`src/rtl/i2c_reg_arbiter_pkg.sv`:
```
// Shared definitions for the I2C/host register arbiter.
//   - FSM state encoding, port-select constants, bus widths,
//     default register reset value and out-of-range read value.
package i2c_pkg;

  localparam int unsigned ADDR_W = 8;
  localparam int unsigned BYTE_W = 8;

  localparam logic [BYTE_W-1:0] RESET_VAL_DEF = 8'h00;
  localparam logic [BYTE_W-1:0] OOR_RDATA     = 8'hFF;

  typedef enum logic [1:0] {
    IDLE     = 2'd0,
    GNT_I2C  = 2'd1,
    GNT_HOST = 2'd2,
    RESP     = 2'd3
  } arbState_t;

  typedef enum logic {
    PORT_I2C  = 1'b0,
    PORT_HOST = 1'b1
  } port_t;

endpackage

```
`src/rtl/i2c_reg_arbiter_if.sv`:
```
// Request/response bundle between the two requesters (I2C slave FSM,
// host glue) and the register arbiter.
//   slave  : arbiter side (takes requests, drives grants/read data)
//   master : requester side
interface i2c_reg_arbiter_if;
  import i2c_pkg::*;

  logic              i2c_req;
  logic              i2c_we;
  logic [ADDR_W-1:0] i2c_addr;
  logic [BYTE_W-1:0] i2c_wdata;
  logic              i2c_lock;
  logic              i2c_gnt;
  logic              i2c_rvalid;
  logic [BYTE_W-1:0] i2c_rdata;

  logic              host_req;
  logic              host_we;
  logic [ADDR_W-1:0] host_addr;
  logic [BYTE_W-1:0] host_wdata;
  logic              host_gnt;
  logic              host_rvalid;
  logic [BYTE_W-1:0] host_rdata;

  logic              addr_err;

  modport slave (
    input  i2c_req, i2c_we, i2c_addr, i2c_wdata, i2c_lock,
    input  host_req, host_we, host_addr, host_wdata,
    output i2c_gnt, i2c_rvalid, i2c_rdata,
    output host_gnt, host_rvalid, host_rdata,
    output addr_err
  );

  modport master (
    output i2c_req, i2c_we, i2c_addr, i2c_wdata, i2c_lock,
    output host_req, host_we, host_addr, host_wdata,
    input  i2c_gnt, i2c_rvalid, i2c_rdata,
    input  host_gnt, host_rvalid, host_rdata,
    input  addr_err
  );

endinterface

```
`src/rtl/i2c_reg_bank.sv`:
```
// Register bank: NUM_REGS x DATA_W flops, one synchronous write port,
// one combinational read port and an address in-range flag.
//   CLK, RST        : clock, async active-high reset (all regs -> RESET_VAL)
//   wrEn/wrData     : write strobe and data (caller gates with inRange)
//   addr            : shared read/write address
//   rdData, inRange : read data of reg[addr], addr < NUM_REGS
module i2c_reg_bank
  import i2c_pkg::*;
#(
  parameter int unsigned      NUM_REGS  = 16,
  parameter int unsigned      DATA_W    = 8,
  parameter logic [DATA_W-1:0] RESET_VAL = '0
) (
  input  logic              CLK,
  input  logic              RST,
  input  logic              wrEn,
  input  logic [ADDR_W-1:0] addr,
  input  logic [DATA_W-1:0] wrData,
  output logic [DATA_W-1:0] rdData,
  output logic              inRange
);

  localparam int unsigned IDX_W = (NUM_REGS > 1) ? $clog2(NUM_REGS) : 1;
  localparam int unsigned CMP_W = ADDR_W + 1;

  logic [DATA_W-1:0] regs [NUM_REGS];
  logic [IDX_W-1:0]  idx;

  assign idx     = addr[IDX_W-1:0];
  // Extra bit keeps the compare correct when NUM_REGS = 256.
  assign inRange = ({1'b0, addr} < CMP_W'(NUM_REGS));
  assign rdData  = regs[idx];

  // Storage; out-of-range writes are dropped here as well as by the caller.
  always_ff @(posedge CLK or posedge RST) begin
    if (RST) begin
      for (int i = 0; i < int'(NUM_REGS); i++) begin
        regs[i] <= RESET_VAL;
      end
    end else if (wrEn && inRange) begin
      regs[idx] <= wrData;
    end
  end

endmodule

```
`src/rtl/i2c_reg_arbiter.sv`:
```
// Arbitrates single-register accesses between the I2C slave port and the
// local host port, round-robin on contention, with host grants blocked
// while the I2C transaction lock is held.
//   CLK, RST : clock, async active-high reset
//   bus      : request/response bundle (slave modport)
module i2c_reg_arbiter
  import i2c_pkg::*;
#(
  parameter int unsigned      NUM_REGS  = 16,
  parameter int unsigned      DATA_W    = 8,
  parameter logic [BYTE_W-1:0] RESET_VAL = RESET_VAL_DEF
) (
  input  logic            CLK,
  input  logic            RST,
  i2c_reg_arbiter_if.slave bus
);

  arbState_t state, nextState;
  port_t     lastWinner;

  logic              i2cElig, hostElig;
  logic              inGnt, selHost;
  logic              accWe;
  logic [ADDR_W-1:0] accAddr;
  logic [BYTE_W-1:0] accWdata;
  logic [BYTE_W-1:0] bankRd, rdVal;
  logic              inRange;
  logic              wrEn;

  assign i2cElig  = bus.i2c_req;
  assign hostElig = bus.host_req && !bus.i2c_lock;

  // Access mux: the granted side's request signals drive the bank.
  assign inGnt    = (state == GNT_I2C) || (state == GNT_HOST);
  assign selHost  = (state == GNT_HOST);
  assign accWe    = selHost ? bus.host_we    : bus.i2c_we;
  assign accAddr  = selHost ? bus.host_addr  : bus.i2c_addr;
  assign accWdata = selHost ? bus.host_wdata : bus.i2c_wdata;
  assign wrEn     = inGnt && accWe && inRange;
  assign rdVal    = inRange ? bankRd : OOR_RDATA;

  i2c_reg_bank #(
    .NUM_REGS  (NUM_REGS),
    .DATA_W    (DATA_W),
    .RESET_VAL (RESET_VAL)
  ) u_bank (
    .CLK     (CLK),
    .RST     (RST),
    .wrEn    (wrEn),
    .addr    (accAddr),
    .wrData  (accWdata),
    .rdData  (bankRd),
    .inRange (inRange)
  );

  // State and fairness registers.
  always_ff @(posedge CLK or posedge RST) begin
    if (RST) begin
      state      <= IDLE;
      lastWinner <= PORT_HOST;
    end else begin
      state <= nextState;
      if (state == GNT_I2C) begin
        lastWinner <= PORT_I2C;
      end else if (state == GNT_HOST) begin
        lastWinner <= PORT_HOST;
      end
    end
  end

  // Next-state: on contention the side that did not win last time goes first.
  always_comb begin
    nextState = state;
    unique case (state)
      IDLE: begin
        if (i2cElig && hostElig) begin
          nextState = (lastWinner == PORT_HOST) ? GNT_I2C : GNT_HOST;
        end else if (i2cElig) begin
          nextState = GNT_I2C;
        end else if (hostElig) begin
          nextState = GNT_HOST;
        end
      end
      GNT_I2C, GNT_HOST: nextState = RESP;
      RESP:              nextState = IDLE;
      default:           nextState = IDLE;
    endcase
  end

  // Registered responses: grant aligned with GNT_x, rvalid/addr_err with RESP.
  always_ff @(posedge CLK or posedge RST) begin
    if (RST) begin
      bus.i2c_gnt     <= 1'b0;
      bus.host_gnt    <= 1'b0;
      bus.i2c_rvalid  <= 1'b0;
      bus.host_rvalid <= 1'b0;
      bus.i2c_rdata   <= '0;
      bus.host_rdata  <= '0;
      bus.addr_err    <= 1'b0;
    end else begin
      bus.i2c_gnt     <= (state == IDLE) && (nextState == GNT_I2C);
      bus.host_gnt    <= (state == IDLE) && (nextState == GNT_HOST);
      bus.i2c_rvalid  <= (state == GNT_I2C)  && !accWe;
      bus.host_rvalid <= (state == GNT_HOST) && !accWe;
      bus.addr_err    <= inGnt && !inRange;
      if ((state == GNT_I2C) && !accWe) begin
        bus.i2c_rdata <= rdVal;
      end
      if ((state == GNT_HOST) && !accWe) begin
        bus.host_rdata <= rdVal;
      end
    end
  end

endmodule

```
`src/flat_wrapper.sv`:
```
// flat-port wrapper written by rule: the top's interface ports become plain ports
module i2c_reg_arbiter_flat import i2c_pkg::*;
#(
  parameter int unsigned      NUM_REGS  = 16,
  parameter int unsigned      DATA_W    = 8,
  parameter logic [BYTE_W-1:0] RESET_VAL = RESET_VAL_DEF
)
  (CLK, RST, bus_i2c_req, bus_i2c_we, bus_i2c_addr, bus_i2c_wdata, bus_i2c_lock, bus_host_req, bus_host_we, bus_host_addr, bus_host_wdata, bus_i2c_gnt, bus_i2c_rvalid, bus_i2c_rdata, bus_host_gnt, bus_host_rvalid, bus_host_rdata, bus_addr_err);
  i2c_reg_arbiter_if bus_i ();
  input  logic CLK;
  input  logic RST;
  input wire logic [$bits(bus_i.i2c_req)-1:0] bus_i2c_req;
  input wire logic [$bits(bus_i.i2c_we)-1:0] bus_i2c_we;
  input wire logic [$bits(bus_i.i2c_addr)-1:0] bus_i2c_addr;
  input wire logic [$bits(bus_i.i2c_wdata)-1:0] bus_i2c_wdata;
  input wire logic [$bits(bus_i.i2c_lock)-1:0] bus_i2c_lock;
  input wire logic [$bits(bus_i.host_req)-1:0] bus_host_req;
  input wire logic [$bits(bus_i.host_we)-1:0] bus_host_we;
  input wire logic [$bits(bus_i.host_addr)-1:0] bus_host_addr;
  input wire logic [$bits(bus_i.host_wdata)-1:0] bus_host_wdata;
  output wire logic [$bits(bus_i.i2c_gnt)-1:0] bus_i2c_gnt;
  output wire logic [$bits(bus_i.i2c_rvalid)-1:0] bus_i2c_rvalid;
  output wire logic [$bits(bus_i.i2c_rdata)-1:0] bus_i2c_rdata;
  output wire logic [$bits(bus_i.host_gnt)-1:0] bus_host_gnt;
  output wire logic [$bits(bus_i.host_rvalid)-1:0] bus_host_rvalid;
  output wire logic [$bits(bus_i.host_rdata)-1:0] bus_host_rdata;
  output wire logic [$bits(bus_i.addr_err)-1:0] bus_addr_err;
  assign bus_i.i2c_req = bus_i2c_req;
  assign bus_i.i2c_we = bus_i2c_we;
  assign bus_i.i2c_addr = bus_i2c_addr;
  assign bus_i.i2c_wdata = bus_i2c_wdata;
  assign bus_i.i2c_lock = bus_i2c_lock;
  assign bus_i.host_req = bus_host_req;
  assign bus_i.host_we = bus_host_we;
  assign bus_i.host_addr = bus_host_addr;
  assign bus_i.host_wdata = bus_host_wdata;
  assign bus_i2c_gnt = bus_i.i2c_gnt;
  assign bus_i2c_rvalid = bus_i.i2c_rvalid;
  assign bus_i2c_rdata = bus_i.i2c_rdata;
  assign bus_host_gnt = bus_i.host_gnt;
  assign bus_host_rvalid = bus_i.host_rvalid;
  assign bus_host_rdata = bus_i.host_rdata;
  assign bus_addr_err = bus_i.addr_err;
  i2c_reg_arbiter #(.NUM_REGS(NUM_REGS), .DATA_W(DATA_W), .RESET_VAL(RESET_VAL)) u_core (.CLK(CLK), .RST(RST), .bus(bus_i));
endmodule
```
`config.mk`:
```
export PLATFORM = sky130hd
export DESIGN_NAME = i2c_reg_arbiter_flat
export DESIGN_NICKNAME = d
export VERILOG_FILES = /design/src/rtl/i2c_reg_arbiter_pkg.sv /design/src/rtl/i2c_reg_arbiter_if.sv /design/src/rtl/i2c_reg_bank.sv /design/src/rtl/i2c_reg_arbiter.sv /design/src/flat_wrapper.sv
export SDC_FILE = /design/constraint.sdc
export NUM_CORES = 1
export LEC_CHECK = 0
export ABC_AREA = 1
export CAP_MARGIN = 20
export CORE_ASPECT_RATIO = 0.9
export CORE_MARGIN = 1.5
export CORE_UTILIZATION = 53
export DETAILED_ROUTE_END_ITERATION = 6
export PLACE_DENSITY = 0.81
export SYNTH_ARGS = -nofsm -noshare
export SYNTH_HDL_FRONTEND = slang
export SYNTH_SLANG_ARGS = --single-unit
```
`constraint.sdc`:
```
create_clock -name CLK -period 4.7 [get_ports CLK]
set_input_delay 0.94 -clock CLK [delete_from_list [all_inputs] [get_ports CLK]]
set_output_delay 0.94 -clock CLK [all_outputs]
set_load 0.1 [all_outputs]
```
Yosys cells after proc, flatten, opt, wreduce, memory -nomap -nowiden --
Index checks and enable logic that the tools add are counted.
Word-level totals: flip-flop bits (word level) 152, input port bits 39, output and inout port bits 21, logic and storage cells 69
Cells by class: order comparisons 3, eq/ne operators 5, multiplexer cells 17, bitwise operators 1, reductions and logical operators 18
Operators with widths (number):
- bitwise mux 128 bit | 1
- 2-to-1 mux 8 bit | 6
- binary-select mux 8 bit (select 4 bit) | 1
- demux 8 bit (select 4 bit) | 1
- logical AND 1 bit | 11
- less-than comparator 8 x 5 -> 1 bit, second input constant | 1
- 2-to-1 mux 2 bit | 4
- equality test 2 bit, second input constant | 3
- one-hot mux 2 bit (3 select lines) | 1
- greater-or-equal comparator 5 bit, second input constant | 1
- less-than comparator 5 x 1 -> 1 bit, second input constant | 1
- inverter 4 -> 5 bit | 1
- equality test 2 x 1 -> 1 bit, second input constant | 2
- zero test 1 bit | 3
- 2-to-1 mux 1 bit | 3
- zero test 2 bit | 1
- nonzero test 2 bit | 1
- OR reduction 2 bit | 1
- logical OR 1 bit | 1

Depth between registers and ports, before layout --
Gate-level depths: netlist of run 1.
word-level depth 8, gate-level depth with buffers 18, gate-level depth less buffers 15

By module --
A second synthesis of run 1 with hierarchy kept.
Second synthesis, totals: cells, all modules 1144, area, all modules 7982.7 µm²
Modules (own cells, without submodules):
- i2c_reg_bank | times used 1, cells each 979, area each 6732.7 µm², sequential area each 3203.1 µm²
- i2c_reg_arbiter | times used 1, cells each 165, area each 1249.9 µm², sequential area each 601.8 µm²

Worst setup path after synthesis of run 1 --
No wires, ideal clock.
path type in2reg, from input bus_i2c_addr[6], to register u_core.u_bank.regs[112] in the netlist's numbering, library setup time 0.136 ns, data arrival time 2.073 ns, required time 4.564 ns, slack 2.491 ns, stages on the path 9, buffers on the path 1, cells stage by stage nor3_1 nand2_1 nand2_2 nand2_4 nor3_4 nand2_2 buf_2 nand2_1 o21ai_1
On the way: cells in the longest elaborated chain, start to end 4
Ends and longest elaborated chain:
- from (decl) | line flat_wrapper.sv:14 | input wire logic [$bits(bus_i.i2c_addr)-1:0] bus_i2c_addr;
- 2-to-1 mux 8 bit * | line i2c_reg_arbiter.sv:37 | assign accAddr = selHost ? bus.host_addr : bus.i2c_addr;
- less-than comparator 8 x 5 -> 1 bit * | line i2c_reg_bank.sv:31 | assign inRange = ({1'b0, addr} < CMP_W'(NUM_REGS));
- logical AND 1 bit | line i2c_reg_arbiter.sv:39 | assign wrEn = inGnt && accWe && inRange;
- logical AND 1 bit * | line i2c_reg_bank.sv:40 | end else if (wrEn && inRange) begin
- to (signal, indexed assignment) | line i2c_reg_bank.sv:41 | regs[idx] <= wrData;
- to (decl) | line i2c_reg_bank.sv:26 | logic [DATA_W-1:0] regs [NUM_REGS];
Every way passes the cells marked *; elsewhere a longest branch is shown, timed or not. A chain may end at the register's enable or synchronous reset.

Final worst setup path of run 1 --
from register u_core.state[0], to register u_core.u_bank.regs[113] in the netlist's numbering
On the way: cells in the longest elaborated chain, start to end 8, elaborated cells between the ends (all ways) 17, classes of those cells order compare: 3; eq/ne: 2; mux: 6; bitwise: 1; reduce/logical: 5
Ends and longest elaborated chain:
- from (decl) | line i2c_reg_arbiter.sv:18 | arbState_t state, nextState;
- from (signal assigned) | line i2c_reg_arbiter.sv:62 | state <= nextState;
- equality test 2 bit | line i2c_reg_arbiter.sv:34, i2c_reg_arbiter.sv:35
- 2-to-1 mux 8 bit | line i2c_reg_arbiter.sv:37
- inverter 4 -> 5 bit (implied by the code) | line i2c_reg_bank.sv:41
- greater-or-equal comparator 5 bit (implied by the code) or less-than comparator 5 x 1 -> 1 bit (tied branches) | line i2c_reg_bank.sv:41
- logical AND 1 bit (implied by the code) | line i2c_reg_bank.sv:41
- 2-to-1 mux 8 bit (implied by the code) | line i2c_reg_bank.sv:41
- demux 8 bit (select 4 bit) | line i2c_reg_bank.sv:41
- bitwise mux 128 bit | line i2c_reg_bank.sv:41
Parallel ways exist; a longest one is shown, timed or not.

==> Implementation_results.wiki, run 1 <==
{| class="wikitable"
! Metric !! Value
|-
| Vias || around 6300
|-
| Area added between synthesis and finish || 16.44%
|-
| Number of gates resized after cts || 0
|-
| R2r endpoint || u_core.u_bank.regs[113]$_DFFE_PP0P_
|-
| FILL cells || between 1000 and 1500
|-
| Number of failing hold endpoints at the final stage || 0
|-
| CTS Root Buffer Type || sky130_fd_sc_hd__clkbuf_16
|-
| Skew-Pair Late Insertion Delay || 430 ps
|-
| Die ar. || ~15000 um2
|-
| Sequential Area || 3805 um2
|-
| Placed wire-length estimate after detailed placement || approximately 12000 um
|-
| VDD IR-drop max || ~0.47 mV
|-
| Port Buffers || between 50 and 60
|-
| Starting density of the core || between 50% and 60%
|-
| CP Max Fanout || 42
|-
| Total number of H-tree levels || 4
|-
| Number of vias per cell || approximately 5.4
|-
| Signal arrival time at the worst endpoint || ~3800 ps
|-
| Number of antenna violations at the first check in global routing || 0
|-
| First-pass iteration count of the detailed router || 5
|-
| Vias in the first global route || 5987
|-
| Critical path launch point type || flip-flop
|-
| Max Clk Rate || slightly below 0.3 GHz
|-
| Number of CTS-inserted buffers || 17
|-
| Synthesized area per cell || between 7 and 8 um2
|-
| Clock Tree Buf Depth || 2
|-
| Cells after synthesis || 946
|-
| Routed wirelength normalized by instance count || 15.78 um
|-
| DRT antenna net count || 0
|-
| Number of enable-type register cells in the synthesized netlist || 0
|-
| Max-capacitance violation count || 0
|-
| Classification of the worst-slack hold path || flip-flop to flip-flop
|-
| Worst-margin pin slew || between 1000 and 1500 ps
|-
| Netlist cell types || 31
|-
| Type of the worst setup path || flip-flop to flip-flop
|-
| Final setup TNS || 0 ps
|-
| Number of warnings issued by yosys || 0
|-
| Instance count along the most critical hold path || 2
|-
| Most repeated cell in the gate-level netlist after synthesis || sky130_fd_sc_hd__nand2_1
|-
| Routability-driven placement congestion ratio || 0.8115
|-
| Maximum number of pins on one net before global-route repair || around 80
|-
| Internal reg-to-reg setup slack || 1240 ps
|-
| Row count || 40
|-
| Cell types with the highest counts after synthesis || 484 x sky130_fd_sc_hd__nand2_1, 151 x sky130_fd_sc_hd__dfrtp_1, 88 x sky130_fd_sc_hd__o21ai_1, 44 x sky130_fd_sc_hd__o21ai_0, 32 x sky130_fd_sc_hd__nand3_1
|-
| Power density cells || around 610 nW/um2
|-
| I/O pin count || 60
|-
| Period utilisation layout || between 70% and 80%
|-
| Area occupied by multi-input gates || between 3000 and 4000 um2
|-
| Initial drt markers || about 480
|-
| Remaining Overflow, GRT || 0
|-
| Capturing element type of the critical path || flip-flop
|-
| Top-area cell type share of the netlist area || between 50% and 60%
|-
| End point of the most critical hold path || u_core.u_bank.regs[62]$_DFFE_PP0P_
|-
| Cell taking the most area after synthesis || sky130_fd_sc_hd__dfrtp_1
|-
| Flops & latches, synth || roughly 150
|-
| CTS tree || done
|-
| Worst endpoint required time || 5000 ps
|-
| Die Span X || ~130 um
|-
| Total clock sinks || about 150
|-
| RSZ-0062 raised after global routing || no
|-
| Post-route DRC || 0
|-
| Placeable Area || approximately 13000 um2
|-
| Worst clock skew on the final layout || between 5 and 6 ps
|-
| Max-slew violation count || 0
|-
| Number of hold-repair buffers added at the cts stage || 0
|-
| Dominant cells by area after synthesis || sky130_fd_sc_hd__dfrtp_1 51%, sky130_fd_sc_hd__nand2_1 25%, sky130_fd_sc_hd__o21ai_1 6.0%
|-
| Status || finished clean
|-
| Post-CTS setup-driven buffer insertion count || 0
|-
| Worst Min Path Start || u_core.u_bank.regs[62]$_DFFE_PP0P_
|-
| Routed wire length || 18460 um
|-
| Worst slew margin relative to its limit || 32.27%
|-
| Post-synth ARST share || 100.0%
|-
| Ys flop type || sky130_fd_sc_hd__dfrtp_1
|-
| Netlist area before placement || around 7400 um2
|-
| Nets || around 1000
|-
| RR Startpoint || u_core.state[0]$_DFF_PP0_
|-
| Syn Nets || slightly below 1000
|-
| Min cycle time layout || between 3000 and 4000 ps
|-
| Die Y-Extent || ~110 um
|-
| Global-route wire length before repair || just over 30000 um
|-
| Launch point of the worst path || u_core.state[0]$_DFF_PP0_
|-
| Number of cells on the worst reg-to-reg path || 9
|-
| Gr usage total || 27.10%
|-
| Clock-pin slew of the registers on the worst-case setup and hold paths || ~60 ps
|-
| Number of endpoints failing setup at the final stage || 0
|-
| ANT cells || 0
|-
| Worst hold slack || between 400 and 500 ps
|-
| Leak || approximately 4.2 nW
|-
| Ratio of cells with drive above 1 in the final layout || under 10%
|-
| Share of synthesized area occupied by flip-flops and latches || 51.75%
|}
logic make-up after synthesis:
group                      after synthesis  share of synthesized area (%)
AOI/OAI and AO/OA                      145                          10.18
adders and majority gates                4                         0.6808
buffers and inverters                   74                          5.242
DFF                                    152                          51.75
muxes                                    8                          1.089
and+or+nand+nor                        563                          31.06
worst max-delay path by stage:
stage                                          endpoint  slack [ps]  cells past startpoint
global route          u_core.u_bank.regs[2]$_DFFE_PP0P_         870                      9
detailed placement   u_core.u_bank.regs[35]$_DFFE_PP0P_        1260                      8
finish              u_core.u_bank.regs[113]$_DFFE_PP0P_        1240                      9
global placement     u_core.u_bank.regs[37]$_DFFE_PP0P_        1280                      8
CTS                   u_core.u_bank.regs[2]$_DFFE_PP0P_        1240                      9
floorplan                 u_core.bus.addr_err$_DFF_PP0_        1840                      1
stage by stage:
step / instances / util (%) / worst slack [ps] / power (mW) / instance area, um2
6_report: 1170 / 63.59 / 1241 / 5.220 / 8561
5_1_grt: 1170 / 63.59 / 869.6 / 5.482 / 8561
4_1_cts: 1170 / 63.59 / 1241 / 5.222 / 8561
3_5_place_dp: 1138 / 59.34 / 1257 / 3.892 / 7989
3_3_place_gp: 1138 / 59.34 / 1278 / 3.855 / 7989
2_1_floorplan: 946 / - / 1844 / 3.357 / 7356
cell usage in the layout (no fill, tap or decap), drive strengths merged:
| cell type | instances |
|---|---|
| buf | 15 |
| ha | 4 |
| nand3 | 32 |
| or2 | 2 |
| inv | 21 |
| nor2 | 16 |
| nor3 | 7 |
| nand2 | 505 |
| clkdlybuf4s50 | 59 |
| nor3b | 1 |
| clkbuf | 25 |
| dfrtp | 151 |
| clkinv | 7 |
| a211oi | 1 |
| bufinv | 1 |
| dfstp | 1 |
| o22ai | 1 |
| a21oi | 8 |
| o21ai | 135 |
| mux2i | 8 |
| clkinvlp | 2 |
power by group:
group          switching, mW  leakage [nW]  internal (mW)  total, mW
Clock                  0.527         0.283          0.796       1.32
Combinational           1.56          1.85          0.523       2.09
Sequential             0.181          2.06           1.63       1.81
Total                   2.27          4.19           2.95       5.22
layout make-up:
class / instances / area share (%)
clock inverter: 7 / 0.7746
tap: 168 / 2.455
sequential: 152 / 44.45
multi-input combinational: 720 / 36.93
clock buffer: 25 / 5.905
inverter: 24 / 1.125
timing repair buffer: 74 / 8.360
flip-flops by register name (all words and copies together) (netlist names):
| name | cells |
|---|---|
| u_core.bus.host_rvalid | 1 |
| u_core.bus.addr_err | 1 |
| u_core.bus.i2c_rdata | 8 |
| u_core.bus.host_gnt | 1 |
| u_core.state | 2 |
| u_core.bus.i2c_rvalid | 1 |
| u_core.lastWinner | 1 |
| u_core.u_bank.regs | 128 |
| u_core.bus.i2c_gnt | 1 |
| u_core.bus.host_rdata | 8 |
critical path, cell delays in order (launching register included):
cell	delay [ps]
sky130_fd_sc_hd__dfrtp_1	390
sky130_fd_sc_hd__inv_1	110
sky130_fd_sc_hd__ha_1	820
sky130_fd_sc_hd__inv_4	80
sky130_fd_sc_hd__nand2_1	280
sky130_fd_sc_hd__nand2_2	590
sky130_fd_sc_hd__nor3_4	520
sky130_fd_sc_hd__nand2_2	280
sky130_fd_sc_hd__nand2_1	150
sky130_fd_sc_hd__o21ai_1	80
per-layer routing:
metal / track usage, % / wire length, um / vias up
met2: 43.04 / 8476 / 249
met1: 36.63 / 8208 / 2967
met4: 9.242 / 382 / 0
li1: - / - / 3098
met3: 7.120 / 1392 / 32
met5: 0 / 0 / -
Note: power is estimated with default switching activity, not from simulation.
==> run 2, diff against run 1 <==
--- a/config.mk
+++ b/config.mk
@@ -9,9 +9,9 @@
 export CAP_MARGIN = 20
 export CORE_ASPECT_RATIO = 0.9
 export CORE_MARGIN = 1.5
-export CORE_UTILIZATION = 53
+export CORE_UTILIZATION = 58
 export DETAILED_ROUTE_END_ITERATION = 6
-export PLACE_DENSITY = 0.81
+export PLACE_DENSITY = 0.84
 export SYNTH_ARGS = -nofsm -noshare
 export SYNTH_HDL_FRONTEND = slang
 export SYNTH_SLANG_ARGS = --single-unit
==> constraint.sdc (replaced) <==
create_clock -name CLK -period 3.2 [get_ports CLK]
set_input_delay 0.64 -clock CLK [delete_from_list [all_inputs] [get_ports CLK]]
set_output_delay 0.64 -clock CLK [all_outputs]
set_load 0.1 [all_outputs]
==> Implementation_results.wiki, run 2 (same netlist as run 1, synthesis figures left out) <==
{| class="wikitable"
! Metric !! Value
|-
| CTS Root Buffer Type || sky130_fd_sc_hd__clkbuf_16
|-
| Skew-Pair Late Insertion Delay || 430 ps
|-
| Clock network fraction of design power || 28.1%
|-
| Remaining Overflow, GRT || 0
|-
| Max-slew violation count || 0
|-
| Classification of the worst-slack hold path || flip-flop to flip-flop
|-
| Initial drt markers || 768
|-
| P_int || 4.673 mW
|-
| Number of antenna violations at the first check in global routing || 0
|-
| Clock Tree Buf Depth || 2
|-
| Number of vias per cell || ~5.6
|-
| Post-route worst setup slack || 411.6 ps
|-
| Number of cells after detailed placement || approximately 1100
|-
| Post-route DRC || 0
|-
| Max Clk Rate || approximately 0.36 GHz
|-
| Register name with the most flops || u_core.u_bank.regs
|-
| Die Y-Extent || roughly 110 um
|-
| Number of CTS-inserted buffers || 17
|-
| Clock-pin slew of the registers on the worst-case setup and hold paths || approximately 60 ps
|-
| Proportion of power drawn by combinational gates || 38.7%
|-
| ANT cells || 0
|-
| R2r endpoint || u_core.bus.i2c_rdata[3]$_DFFE_PP0P_
|-
| Final setup TNS || 0 ps
|-
| Placement Setup Slack || approximately 430 ps
|-
| End point of the most critical hold path || u_core.bus.host_rdata[4]$_DFFE_PP0P_
|-
| CTS tree || done
|-
| Max reg flops || ~130
|-
| Placed wire-length estimate after detailed placement || 12360 um
|-
| Gr usage total || 30.67%
|-
| Internal reg-to-reg setup slack || just over 400 ps
|-
| Delay of the slowest critical-path stage || about 500 ps
|-
| Most common cell after layout, fill and taps aside || sky130_fd_sc_hd__nand2_1
|-
| Worst Min Path Start || u_core.bus.host_rdata[4]$_DFFE_PP0P_
|-
| I/O pin count || 60
|-
| RR Startpoint || u_core.state[0]$_DFF_PP0_
|-
| Die Span X || 121.7 um
|-
| Die ar. || ~13000 um2
|-
| RSZ-0062 raised after global routing || no
|-
| Number of failing hold endpoints at the final stage || 0
|-
| Routed wire length || 19100 um
|-
| Number of gates resized after cts || 0
|-
| Global-route wire length before repair || about 31000 um
|-
| Ratio of cells with drive above 1 in the final layout || around a tenth
|-
| Commonest non-fill, non-tap cells in the layout || 484 x sky130_fd_sc_hd__nand2_1, 151 x sky130_fd_sc_hd__dfrtp_1, 88 x sky130_fd_sc_hd__o21ai_1
|-
| DRT antenna net count || 0
|-
| Worst clock skew on the final layout || approximately 6 ps
|-
| Capturing element type of the critical path || flip-flop
|-
| Worst-margin pin slew || 872.0 ps
|-
| Number of endpoints failing setup at the final stage || 0
|-
| Routability-driven placement congestion ratio || between 0.8 and 0.9
|-
| Total number of H-tree levels || 4
|-
| Post-route non-filler standard cell count || roughly 1200
|-
| Vias in the first global route || 6250
|-
| Share of total power in sequential cells || between 30% and 40%
|-
| Vias || 6512
|-
| Row count || 38
|-
| Biggest registers after layout || u_core.u_bank.regs x128, u_core.bus.host_rdata x8, u_core.bus.i2c_rdata x8
|-
| Worst endpoint required time || around 3500 ps
|-
| Worst slew margin relative to its limit || around two fifths
|-
| Fraction of power spent switching nets || around two fifths
|-
| Status || finished clean
|-
| Total clock sinks || 152
|-
| Leak || 4.309 nW
|-
| Most prevalent standard cell on the critical path || sky130_fd_sc_hd__nand2_1
|-
| Period utilisation layout || slightly below 90%
|-
| Min cycle time layout || ~2800 ps
|-
| Starting density of the core || 60.17%
|-
| Signal arrival time at the worst endpoint || 3100 ps
|-
| Post-CTS setup-driven buffer insertion count || 0
|-
| Routed wirelength normalized by instance count || between 15 and 20 um
|-
| VDD IR-drop max || slightly below 0.5 mV
|-
| Area added between synthesis and finish || 18.09%
|-
| CP Max Fanout || 18
|-
| Instance count along the most critical hold path || 2
|-
| Library cell contributing the largest single delay on the critical path || sky130_fd_sc_hd__ha_1
|-
| Type of the worst setup path || flip-flop to flip-flop
|-
| Placeable Area || ~12000 um2
|-
| First-pass iteration count of the detailed router || 5
|-
| Nets || 1039
|-
| Max-capacitance violation count || 0
|-
| Critical path launch point type || flip-flop
|-
| Power density cells || between 900 and 1000 nW/um2
|-
| Maximum number of pins on one net before global-route repair || 50
|-
| Number of hold-repair buffers added at the cts stage || 0
|-
| Number of cells on the worst reg-to-reg path || 16
|-
| Net Switching || about 3.4 mW
|-
| Crit-path cells || inv_1 -> ha_1 -> inv_4 -> nand2_1 -> nand2_2 -> buf_4 -> nand2_1 -> nand2_1 -> nand2_1 -> nand2_1 -> nand2_1 -> nand2_1 -> inv_1 -> nand2_1 -> nand2_1 -> nand2_1
|-
| Port Buffers || 59
|}
-- run 2: changes by cell type in the layout (fill, tap and decap cells not counted), sizes merged --
cell           before  now
buf                15   43
clkdlybuf4s50      59   38
bufinv              1    6
clkbuf             25   21
clkinv              7    5
clkinvlp            2    1
-- run 2: per-layer routing --
layer / vias to the layer above / track usage (%) / wire length, um
li1: 3101 / - / -
met1: 3073 / 41.94 / 8250
met2: 298 / 48.75 / 8948
met3: 40 / 6.743 / 1473
met4: 0 / 10.76 / 425
met5: - / 0 / 0
-- run 2: critical path: cells and delay by family (launching register included) --
kind / cells / cell delay (ps)
adders and majority gates: 1 / 490
buffers and inverters: 4 / 570
DFF: 1 / 410
and+or+nand+nor: 11 / 1200
-- run 2: cell type report --
type	count	area [um2]
clock inverters	9	195.2
inverters	24	96.34
clock buffers	21	470.5
fillers	967	3537
multi-input cells	720	3162
well taps	160	200.2
repair buffers	81	753.2
flip-flops and latches	152	3805
-- run 2: worst max-delay path by stage --
stage	startpoint	slack (ps)	to	cells after the start
floorplan	RST	640	u_core.bus.addr_err$_DFF_PP0_	1
global placement	bus_i2c_addr[0]	460	u_core.bus.i2c_rdata[7]$_DFFE_PP0P_	15
detailed placement	bus_i2c_addr[0]	430	u_core.bus.i2c_rdata[7]$_DFFE_PP0P_	15
CTS	u_core.state[0]$_DFF_PP0_	450	u_core.bus.host_rdata[0]$_DFFE_PP0P_	16
global route	u_core.state[0]$_DFF_PP0_	120	u_core.bus.host_rdata[0]$_DFFE_PP0P_	16
finish	u_core.state[0]$_DFF_PP0_	410	u_core.bus.i2c_rdata[3]$_DFFE_PP0P_	16
-- run 2: power by group through the flow --
stage / Combinational, mW / Clock [mW] / Sequential (mW)
after floorplan: 1.43 / 0 / 3.50
after global placement: 3.03 / 0 / 2.67
after detailed placement: 3.08 / 0 / 2.68
after CTS: 3.10 / 2.29 / 2.66
after global routing: 3.36 / 2.37 / 2.71
final: 3.11 / 2.26 / 2.67
-- run 2: through the flow --
step                hold WS (ps)  util (%)  cell area, um2  total power, mW
floorplan                  453.4         -            7356            4.931
global placement           466.0     65.61            8016            5.699
detailed placement         473.1     65.61            8016            5.764
CTS                        488.2     71.05            8682            8.047
global route               504.6     71.05            8682            8.434
finish                     482.8     71.05            8682            8.045
==> run 3, diff against run 2 <==
--- a/config.mk
+++ b/config.mk
@@ -5,7 +5,6 @@
 export SDC_FILE = /design/constraint.sdc
 export NUM_CORES = 1
 export LEC_CHECK = 0
-export ABC_AREA = 1
 export CAP_MARGIN = 20
 export CORE_ASPECT_RATIO = 0.9
 export CORE_MARGIN = 1.5
==> Implementation_results.wiki, run 3 <==
{| class="wikitable"
! Metric !! Value
|-
| Status || finished clean
|-
| Power density cells || ~850 nW/um2
|-
| Worst endpoint required time || approximately 3600 ps
|-
| Routed wirelength normalized by instance count || between 20 and 25 um
|-
| Starting density of the core || roughly three fifths
|-
| Share of total power in sequential cells || a little over a third
|-
| Post-route worst setup slack || roughly 170 ps
|-
| Final instance area || about 8700 um2
|-
| Worst-margin pin slew || 967.0 ps
|-
| Clock Tree Buf Depth || 2
|-
| Max Clk Rate || about 0.33 GHz
|-
| Cell types with the highest counts after synthesis || 151 x sky130_fd_sc_hd__dfrtp_1, 86 x sky130_fd_sc_hd__nor2_1, 72 x sky130_fd_sc_hd__mux2_2, 65 x sky130_fd_sc_hd__a21oi_1, 58 x sky130_fd_sc_hd__mux2i_1
|-
| DRT antenna net count || 0
|-
| Die Y-Extent || 109.7 um
|-
| Maximum number of pins on one net before global-route repair || 76
|-
| Nets || a little over 700
|-
| Routed wire length || between 15000 and 20000 um
|-
| First-pass iteration count of the detailed router || 5
|-
| Post-synth ARST share || 100.0%
|-
| Placeable Area || ~12000 um2
|-
| Worst slew margin relative to its limit || a little over a third
|-
| Routability-driven placement congestion ratio || between 0.8 and 0.9
|-
| Total number of H-tree levels || 4
|-
| Number of cells on the worst reg-to-reg path || 8
|-
| Fraction of power spent switching nets || between 30% and 40%
|-
| Port Buffers || between 50 and 60
|-
| Post-route non-filler standard cell count || 851
|-
| CTS Root Buffer Type || sky130_fd_sc_hd__clkbuf_16
|-
| Proportion of power drawn by combinational gates || roughly two fifths
|-
| Leak || ~4 nW
|-
| Share of synthesized area occupied by flip-flops and latches || approximately half
|-
| Type of the worst setup path || flip-flop to flip-flop
|-
| Utilization after layout || 71.49%
|-
| Initial drt markers || 425
|-
| Most common cell after layout, fill and taps aside || sky130_fd_sc_hd__dfrtp_1
|-
| Launch point of the worst path || u_core.state[0]$_DFF_PP0_
|-
| Number of gates resized after cts || 0
|-
| Number of endpoints failing setup at the final stage || 0
|-
| RSZ-0062 raised after global routing || no
|-
| Dominant cells by area after synthesis || sky130_fd_sc_hd__dfrtp_1 51%, sky130_fd_sc_hd__mux2_2 11%, sky130_fd_sc_hd__mux2i_1 7.9%
|-
| Number of enable-type register cells in the synthesized netlist || 0
|-
| Clock-pin slew of the registers on the worst-case setup and hold paths || about 60 ps
|-
| Netlist area before placement || ~7300 um2
|-
| Global-route wire length before repair || 29430 um
|-
| Max-slew violation count || 0
|-
| Capturing element type of the critical path || flip-flop
|-
| Critical path launch point type || flip-flop
|-
| Area after DPL || 8143 um2
|-
| VDD IR-drop max || 0.5417 mV
|-
| Ratio of cells with drive above 1 in the final layout || 28.65%
|-
| Signal arrival time at the worst endpoint || between 3000 and 4000 ps
|-
| Internal reg-to-reg setup slack || between 150 and 200 ps
|-
| Cells after synthesis || 600
|-
| RR Startpoint || u_core.state[0]$_DFF_PP0_
|-
| CP Max Fanout || 16
|-
| Number of failing hold endpoints at the final stage || 0
|-
| Row count || 38
|-
| Gr usage total || 30.49%
|-
| I/O pin count || 60
|-
| Vias || roughly 5300
|-
| Netlist cell types || 48
|-
| Total clock sinks || roughly 150
|-
| Biggest registers after layout || u_core.u_bank.regs x128, u_core.bus.host_rdata x8, u_core.bus.i2c_rdata x8
|-
| R2r endpoint || u_core.u_bank.regs[29]$_DFFE_PP0P_
|-
| Ys flop type || sky130_fd_sc_hd__dfrtp_1
|-
| Flops & latches, synth || around 150
|-
| Clock network fraction of design power || approximately 27%
|-
| Register name with the most flops || u_core.u_bank.regs
|-
| Top-area cell type share of the netlist area || roughly half
|-
| Placed wire-length estimate after detailed placement || about 13000 um
|-
| Cell taking the most area after synthesis || sky130_fd_sc_hd__dfrtp_1
|-
| Overall power consumption || 7.410 mW
|-
| Instance count along the most critical hold path || 2
|-
| Final setup TNS || 0 ps
|-
| Worst clock skew on the final layout || approximately 7.5 ps
|-
| Max reg flops || between 100 and 150
|-
| Min cycle time layout || roughly 3000 ps
|-
| Die Span X || ~120 um
|-
| Placement Setup Slack || roughly 160 ps
|-
| Number of hold-repair buffers added at the cts stage || 0
|-
| Classification of the worst-slack hold path || flip-flop to flip-flop
|-
| End point of the most critical hold path || u_core.lastWinner$_DFFE_PP1P_
|-
| Worst Min Path Start || u_core.lastWinner$_DFFE_PP1P_
|-
| Area added between synthesis and finish || 18.98%
|-
| Max-capacitance violation count || 0
|-
| Vias in the first global route || ~5400
|-
| P_int || 4.452 mW
|-
| ANT cells || 0
|-
| Most repeated cell in the gate-level netlist after synthesis || sky130_fd_sc_hd__dfrtp_1
|-
| Net Switching || 2.958 mW
|-
| Number of CTS-inserted buffers || 17
|-
| CTS tree || done
|-
| Worst hold slack || 498.5 ps
|-
| Number of vias per cell || about 6.2
|-
| Number of cells after detailed placement || ~820
|-
| Commonest non-fill, non-tap cells in the layout || 151 x sky130_fd_sc_hd__dfrtp_1, 86 x sky130_fd_sc_hd__nor2_1, 72 x sky130_fd_sc_hd__mux2_2
|-
| Period utilisation layout || 94.59%
|-
| Post-CTS setup-driven buffer insertion count || 0
|-
| Remaining Overflow, GRT || 0
|-
| Die ar. || approximately 13000 um2
|-
| Synthesized area per cell || approximately 12 um2
|-
| Number of warnings issued by yosys || 0
|-
| Post-route DRC || 0
|-
| Syn Nets || about 640
|-
| Skew-Pair Late Insertion Delay || between 400 and 500 ps
|-
| Number of antenna violations at the first check in global routing || 0
|}
-- run 3: changes by cell type in the layout (fill, tap and decap cells not counted), sizes merged, moves of 13 or more --
cell | before | now
a31oi | 0 | 16
inv | 21 | 8
a21oi | 8 | 65
nand3 | 32 | 0
o21ai | 135 | 7
mux2i | 8 | 59
mux2 | 0 | 73
nor2 | 16 | 92
nand2 | 505 | 16
o22ai | 1 | 25
-- run 3: worst max-delay path, cell delays in order (launching register included) --
cell and delay (ps):
sky130_fd_sc_hd__dfrtp_1 410, sky130_fd_sc_hd__inv_1 120, sky130_fd_sc_hd__ha_2 460, sky130_fd_sc_hd__buf_4 280, sky130_fd_sc_hd__and3_1 210, sky130_fd_sc_hd__nor2_1 190, sky130_fd_sc_hd__nor4_4 900, sky130_fd_sc_hd__nor2_1 160
sky130_fd_sc_hd__a21oi_1 210
-- run 3: how the worst max path moves through the flow --
stage	depth (start not counted)	endpoint	slack (ps)
after floorplan	1	u_core.bus.addr_err$_DFF_PP0_	640
after global placement	6	u_core.u_bank.regs[13]$_DFFE_PP0P_	240
after detailed placement	6	u_core.u_bank.regs[111]$_DFFE_PP0P_	160
after CTS	8	u_core.u_bank.regs[29]$_DFFE_PP0P_	200
after global routing	8	u_core.u_bank.regs[29]$_DFFE_PP0P_	50
final	8	u_core.u_bank.regs[29]$_DFFE_PP0P_	170
-- run 3: power by group through the flow --
stage / clock [mW] / combinational [mW] / sequential (mW)
2_1_floorplan: 0 / 1.41 / 3.26
3_3_place_gp: 0 / 2.72 / 2.56
3_5_place_dp: 0 / 2.79 / 2.59
4_1_cts: 2.02 / 2.82 / 2.57
5_1_grt: 2.10 / 2.98 / 2.61
6_report: 2.01 / 2.83 / 2.57
-- run 3: cells by family (layout without fill, tap and decap cells) --
kind of cell | Yosys count | count (layout) | share of synthesized area (%)
flip-flops | 152 | 152 | 51.82
multiplexers | 140 | 140 | 21.92
AO/OA/AOI/OAI | 120 | 120 | 9.612
AND/OR/NAND/NOR | 150 | 150 | 12.87
buffers and inverters | 34 | 125 | 3.102
adder cells (fa/ha/maj) | 4 | 4 | 0.6817
-- run 3: per-layer routing --
layer | vias up | share of wire [%] | GRT usage, %
met5 | - | 0 | 0
met4 | 0 | 2.6 | 12.86
met3 | 47 | 6.5 | 6.795
met2 | 215 | 49 | 51.25
met1 | 2666 | 41 | 38.46
li1 | 2337 | - | -
-- run 3: cell type report --
| type | count | area [um2] |
|---|---|---|
| sequential | 152 | 3805 |
| fill | 807 | 3483 |
| clock buffer | 23 | 478.0 |
| multi-input combinational | 414 | 3329 |
| tap | 160 | 200.2 |
| inverter | 7 | 30.03 |
| timing repair buffer | 86 | 778.2 |
| clock inverter | 9 | 115.1 |
